File: src/rtl/fetch_if.sv
// Fetch-stage bus: instruction-memory request/response channel plus the
// fetch->decode hand-off signals and the decode-side stall/redirect controls.
interface fetch_if;
  // Request channel: a transfer happens on a cycle where mem_req_valid and
  // mem_req_ready are both high. Once raised, valid and mem_addr stay stable
  // until that transfer, unless a redirect or reset intervenes.
  logic        mem_req_valid;
  logic        mem_req_ready;
  logic [31:0] mem_addr;
  logic        mem_resp_valid;
  logic [31:0] mem_resp_data;
  logic        stall;
  logic        redirect;
  logic [31:0] redirect_pc;
  logic [31:0] insn;
  logic [31:0] pc;
  logic        enable_decode;

  modport master (
    input  mem_req_ready, mem_resp_valid, mem_resp_data,
    input  stall, redirect, redirect_pc,
    output mem_req_valid, mem_addr, insn, pc, enable_decode
  );

  modport slave (
    output mem_req_ready, mem_resp_valid, mem_resp_data,
    output stall, redirect, redirect_pc,
    input  mem_req_valid, mem_addr, insn, pc, enable_decode
  );
endinterface

File: src/rtl/fetch_unit.sv
// Instruction fetch stage: issues in-order word reads, buffers responses and
// hands one instruction per cycle to decode; redirect flushes everything in flight.
module fetch_unit #(
  parameter logic [31:0] PC_RESET = 32'h80020000,
  parameter int          DEPTH    = 4
) (
  input  logic     clock,
  input  logic     reset,
  fetch_if.master  bus
);
  localparam int CW = $clog2(DEPTH + 1);
  localparam int AW = $clog2(DEPTH);

  logic [31:0]   fetch_pc;
  logic [CW-1:0] outstanding;
  logic [CW-1:0] drop;

  logic [31:0]   tag_mem [DEPTH];
  logic [AW:0]   tag_wr, tag_rd;

  logic [31:0]   buf_data [DEPTH];
  logic [31:0]   buf_pc   [DEPTH];
  logic [AW:0]   buf_wr, buf_rd;
  logic [AW:0]   occupancy;

  logic [CW:0]   credit_used;
  logic          req_valid, handshake, resp_fire, resp_keep, pop;

  always_comb begin
    occupancy   = buf_wr - buf_rd;
    credit_used = (CW+1)'(outstanding) + (CW+1)'(occupancy);
    // Credit counts both in-flight and buffered words so the buffer can never overflow.
    req_valid   = !reset && !bus.redirect && (credit_used < (CW+1)'(DEPTH));
    handshake   = req_valid && bus.mem_req_ready;
    resp_fire   = bus.mem_resp_valid && (outstanding != '0);
    resp_keep   = resp_fire && (drop == '0) && !bus.redirect;
    pop         = !bus.redirect && !bus.stall && (occupancy != '0);
  end

  assign bus.mem_req_valid = req_valid;
  assign bus.mem_addr      = fetch_pc;

  always_ff @(posedge clock) begin
    if (reset) begin
      fetch_pc          <= PC_RESET;
      outstanding       <= '0;
      drop              <= '0;
      tag_wr            <= '0;
      tag_rd            <= '0;
      buf_wr            <= '0;
      buf_rd            <= '0;
      bus.insn          <= '0;
      bus.pc            <= '0;
      bus.enable_decode <= 1'b0;
    end else begin
      outstanding <= outstanding + CW'(handshake) - CW'(resp_fire);
      if (handshake) tag_wr <= tag_wr + 1'b1;
      if (resp_fire) tag_rd <= tag_rd + 1'b1;

      if (bus.redirect) begin
        fetch_pc          <= bus.redirect_pc & ~32'h3;
        // Every request still in flight now belongs to the abandoned path.
        drop              <= outstanding - CW'(resp_fire);
        buf_wr            <= '0;
        buf_rd            <= '0;
        bus.enable_decode <= 1'b0;
      end else begin
        if (handshake) fetch_pc <= fetch_pc + 32'd4;
        if (resp_fire && (drop != '0)) drop <= drop - 1'b1;
        if (resp_keep) buf_wr <= buf_wr + 1'b1;
        if (pop) begin
          bus.insn          <= buf_data[buf_rd[AW-1:0]];
          bus.pc            <= buf_pc[buf_rd[AW-1:0]];
          bus.enable_decode <= 1'b1;
          buf_rd            <= buf_rd + 1'b1;
        end else begin
          bus.enable_decode <= 1'b0;
        end
      end
    end
  end

  // Storage arrays carry no reset; the pointers alone define what is valid.
  always_ff @(posedge clock) begin
    if (handshake) tag_mem[tag_wr[AW-1:0]] <= fetch_pc;
    if (resp_keep && !reset) begin
      buf_data[buf_wr[AW-1:0]] <= bus.mem_resp_data;
      buf_pc[buf_wr[AW-1:0]]   <= tag_mem[tag_rd[AW-1:0]];
    end
  end
endmodule
File: src/flat_wrapper.sv
// flat-port wrapper written by rule: the top's interface ports become plain ports
module fetch_unit_flat 
#(
  parameter logic [31:0] PC_RESET = 32'h80020000,
  parameter int          DEPTH    = 4
)
  (clock, reset, bus_mem_req_ready, bus_mem_resp_valid, bus_mem_resp_data, bus_stall, bus_redirect, bus_redirect_pc, bus_mem_req_valid, bus_mem_addr, bus_insn, bus_pc, bus_enable_decode);
  fetch_if bus_i ();
  input  logic clock;
  input  logic reset;
  input wire logic [$bits(bus_i.mem_req_ready)-1:0] bus_mem_req_ready;
  input wire logic [$bits(bus_i.mem_resp_valid)-1:0] bus_mem_resp_valid;
  input wire logic [$bits(bus_i.mem_resp_data)-1:0] bus_mem_resp_data;
  input wire logic [$bits(bus_i.stall)-1:0] bus_stall;
  input wire logic [$bits(bus_i.redirect)-1:0] bus_redirect;
  input wire logic [$bits(bus_i.redirect_pc)-1:0] bus_redirect_pc;
  output wire logic [$bits(bus_i.mem_req_valid)-1:0] bus_mem_req_valid;
  output wire logic [$bits(bus_i.mem_addr)-1:0] bus_mem_addr;
  output wire logic [$bits(bus_i.insn)-1:0] bus_insn;
  output wire logic [$bits(bus_i.pc)-1:0] bus_pc;
  output wire logic [$bits(bus_i.enable_decode)-1:0] bus_enable_decode;
  assign bus_i.mem_req_ready = bus_mem_req_ready;
  assign bus_i.mem_resp_valid = bus_mem_resp_valid;
  assign bus_i.mem_resp_data = bus_mem_resp_data;
  assign bus_i.stall = bus_stall;
  assign bus_i.redirect = bus_redirect;
  assign bus_i.redirect_pc = bus_redirect_pc;
  assign bus_mem_req_valid = bus_i.mem_req_valid;
  assign bus_mem_addr = bus_i.mem_addr;
  assign bus_insn = bus_i.insn;
  assign bus_pc = bus_i.pc;
  assign bus_enable_decode = bus_i.enable_decode;
  fetch_unit #(.PC_RESET(PC_RESET), .DEPTH(DEPTH)) u_core (.clock(clock), .reset(reset), .bus(bus_i));
endmodule
File: config.mk
export PLATFORM = sky130hd
export DESIGN_NAME = fetch_unit_flat
export DESIGN_NICKNAME = d
export VERILOG_FILES = /design/src/rtl/fetch_if.sv /design/src/rtl/fetch_unit.sv /design/src/flat_wrapper.sv
export SDC_FILE = /design/constraint.sdc
export NUM_CORES = 1
export LEC_CHECK = 0
export ABC_AREA = 1
export BUFFER_PORTS_ARGS = -buffer_cell sky130_fd_sc_hd__buf_2
export CAP_MARGIN = 20
export CORE_MARGIN = 10
export CORE_UTILIZATION = 53
export CTS_CLUSTER_DIAMETER = 50
export DETAILED_ROUTE_END_ITERATION = 6
export PLACE_DENSITY_LB_ADDON = 0.2
export RECOVER_POWER = 50
export SYNTH_ARGS = -nofsm -noshare
export SYNTH_HDL_FRONTEND = slang
export SYNTH_SLANG_ARGS = --single-unit
File: constraint.sdc
create_clock -name clock -period 3.88 [get_ports clock]
set_input_delay 0.388 -clock clock [delete_from_list [all_inputs] [get_ports clock]]
set_output_delay 0.388 -clock clock [all_outputs]
set_load 0.005 [all_outputs]
==> out/metrics.yaml <==
status: "finished, violations left"
violations: "capacitance limit, slew limit"
yosysWarnings: 0
fin_crit_ns: 3.34
grt-ovfl-total: 0
gp_congestion: 0.862
worst_path_most_repeated_cell: "nand2_1"
p_int_w: 0.00894
grt_pass1_wl_um: 68300
fmax_mhz: 299
synthDistinctLibCells: 34
critPathLaunchType: "flop"
cts_buffers: 50
fill_cells: 2846
switchingPower_w: 0.00284
slowest_stage: "fa_1"
initial_core_util_pct: 53.4
cts_tree: "done"
synth_common_cells: "nor2_1, edfxtp_1, o21ai_0, nand2_1, dfxtp_1"
worst_slack_ns: 0.536
cts_hold_buf: 0
combPwrFrac_pct: 9.6
synth-edff-count: 368
grt_busiest_layer: "met2"
synth_top_area_share_pct: 58.5
post-cts-setup-buffers: 0
cts_sinks: 479
finalHoldViolCount: 0
clock-root-buffer: "clkbuf_16"
worstSetupStartpoint: "u_core.buf_wr[0]"
met1_usage_pct: 25.6
path_delay_family: "simple AND/OR/NAND/NOR gates"
clk_latency_ns: 0.56
ys.flop_type: "edfxtp_1"
ant_nets: 0
seqPwrFrac_pct: 50.6
grt_pass1_vias: 12670
r2r-end: "u_core.bus.mem_addr[15]"
io_pins: 168
final-max-slew-violation-count: 108
critPathMaxStageDelay_ns: 0.37
clkTransAtPathRegs_ns: 0.07
syn_to_final_growth_pct: 14.9
synth.avg_cell_area_sq_um: 11.2
r2r_slack_ns: 0.54
power_w: 0.0118
yosysMostFrequentCell: "nor2_1"
yosys-top-cells-area: "edfxtp_1, dfxtp_1, nor2_1"
first_pass_iters: 5
clockBufferDepth: 3
syn-cell-area_sq_um: 18900
routed_wl_um: 43700
cp_max_fo: 11
wire_per_inst_um: 18.8
drc: 0
fp-row-count: 69
ff2ff_path_depth: 19
synthCells: 1681
die_y_um: 209
yosysTopAreaCell: "edfxtp_1"
timing.critical_path.required_ns: 4.24
async_flop_share_pct: 0
relSlewSlack_pct: -23.5
antenna_found_initial: 1
vias: 12915
track_usage_pct: 19.4
pre_cts_slack_ns: 0.645
dieArea_sq_um: 43600
ys_seq_elements: 479
met2_usage_pct: 31.4
seq_area_frac_synth_pct: 70.3
clkPwrFrac_pct: 39.8
power.density_nw_per_um2: 543
worstSetupPathDepth: 19
htreeDepth: 2
path_cells: "inv_1, ha_1, inv_1, fa_1, xnor2_1, inv_1, nand2_1, nand2_1, ha_1, nor2_1, nand2_1, nor2_2, nand2_1, nand2_2, inv_2, nand2_1, nand2_1, nor2_1, nor2_1"
ir_worst_vdd_mv: 0.315
finalClockSkew_ns: 0.0168
fin_nets: 1919
dpl.hpwl_um: 25400
reg2reg_from: "u_core.buf_wr[0]"
grt_max_degree: 90
worstSetupPathType: "reg -> reg"
setup_viol: 0
via_per_inst: 5.54
arrival_ns: 3.71
cts_resized: 0
coreArea_sq_um: 35400
drtIter0Drc: 1010
die_w_um: 209
placement.io_buffers: 161
register_area_sq_um: 13300
multi_input_area_sq_um: 4990
use_met3_pct: 4.26
worst_pin_slew_ns: 1.85
period_share_pct: 86.2
setup.worst_path.end: "u_core.bus.mem_addr[15]"
p_sw_share_pct: 24.1
rsz0062_at_grt: "no"
cap_violations: 2
endpoint_kind: "flop"
worstHoldPathType: "in -> reg"
power.leakage_nw: 7.58
layout-drive-gt1-share_pct: 9.20
cp.buffers_inverters: 4
[area by class of cell]
cell class              instances  area share [%]
repair buffers                188            4.42
well taps                     461            2.66
inverters                      65            1.13
flip-flops and latches        479            61.2
clock inverters                23           0.922
clock buffers                  71            6.70
multi-input cells            1044            23.0
diodes                          1          0.0115
[layer usage]
metal / vias to the layer above / wire (um)
met5: - / 0
met4: 0 / 922
met3: 69 / 3250
met2: 455 / 20600
met1: 6209 / 19000
li1: 6182 / -
[through the flow]
stage,area (sq um),TNS [ns],util (%),cells,hold slack (ns)
2_1_floorplan,18900,-38.05,-,1684,0.436
3_3_place_gp,20200,0,57.1,2237,0.451
3_5_place_dp,20200,0,57.1,2237,0.467
4_1_cts,21900,0,61.7,2331,0.0205
5_1_grt,21700,0,61.3,2332,0.0760
6_report,21700,0,61.3,2332,0.0812
[worst reg2reg max path, cell delays in order, from the launching register on]
cell and delay, ns:
dfxtp_1 0.33, inv_1 0.16, ha_1 0.18, inv_1 0.05
fa_1 0.37, xnor2_1 0.18, inv_1 0.06, nand2_1 0.07
nand2_1 0.06, ha_1 0.26, nor2_1 0.10, nand2_1 0.11
nor2_2 0.18, nand2_1 0.31, nand2_2 0.30, inv_2 0.15
nand2_1 0.08, nand2_1 0.06, nor2_1 0.10, nor2_1 0.05
[how the worst min path moves through the flow]
stage	endpoint	from	cells past startpoint
finish	u_core.bus.mem_addr[17]	bus_redirect_pc[17]	3
detailed placement	u_core.bus.insn[14]	u_core.bus.insn[14]	2
floorplan	flop	u_core.tag_rd[1]	2
global route	u_core.buf_data[2][5]	bus_mem_resp_data[5]	1
global placement	flop	u_core.tag_rd[1]	2
CTS	u_core.buf_data[0][21]	bus_mem_resp_data[21]	1
[kinds of logic after synthesis]
logic type                 count (synthesis)  synth area share, %
AOI/OAI and AO/OA                        399                 11.3
xor gates and xnor gates                  17                0.788
adders and majority gates                 21                 1.47
buffers and inverters                    161                 3.57
DFF                                      479                 70.3
other                                      1               0.0199
and+or+nand+nor                          603                 12.6
[sequential cells by signal (all words and copies together) (netlist names), named ones only]
name	cells
u_core.buf_pc	120
u_core.tag_rd	2
u_core.drop	3
u_core.buf_wr	3
u_core.bus.pc	30
u_core.buf_data	128
u_core.buf_rd	3
u_core.bus.insn	32
u_core.outstanding	3
u_core.tag_wr	2
u_core.tag_mem	120
u_core.bus.enable_decode	1
u_core.bus.mem_addr	30
[placed cells by master (no fill, tap or decap), drive strengths merged]
master,count
nor2,398
edfxtp,368
o21ai,266
clkbuf,185
nand2,159
dfxtp,111
o22ai,92
buf,74
inv,66
a21oi,33
nand3,32
ha,19
clkinv,18
xor2,11
nand3b,8
xnor2,6
conb,4
nand4,3
nor3,3
a22oi,2
a31oi,2
a21o,2
fa,2
clkinvlp,2
bufinv,2
diode,1
a221oi,1
o211ai,1
[power by group through the flow]
stage / Sequential (W) / Clock [W] / Combinational, W
2_1_floorplan: 0.00603 / 0 / 0.000757
3_3_place_gp: 0.00606 / 0 / 0.00112
3_5_place_dp: 0.00607 / 0 / 0.00116
4_1_cts: 0.00596 / 0.00477 / 0.00116
5_1_grt: 0.00598 / 0.00499 / 0.00130
6_report: 0.00596 / 0.00469 / 0.00113
Power figures use the tool's default switching activity.
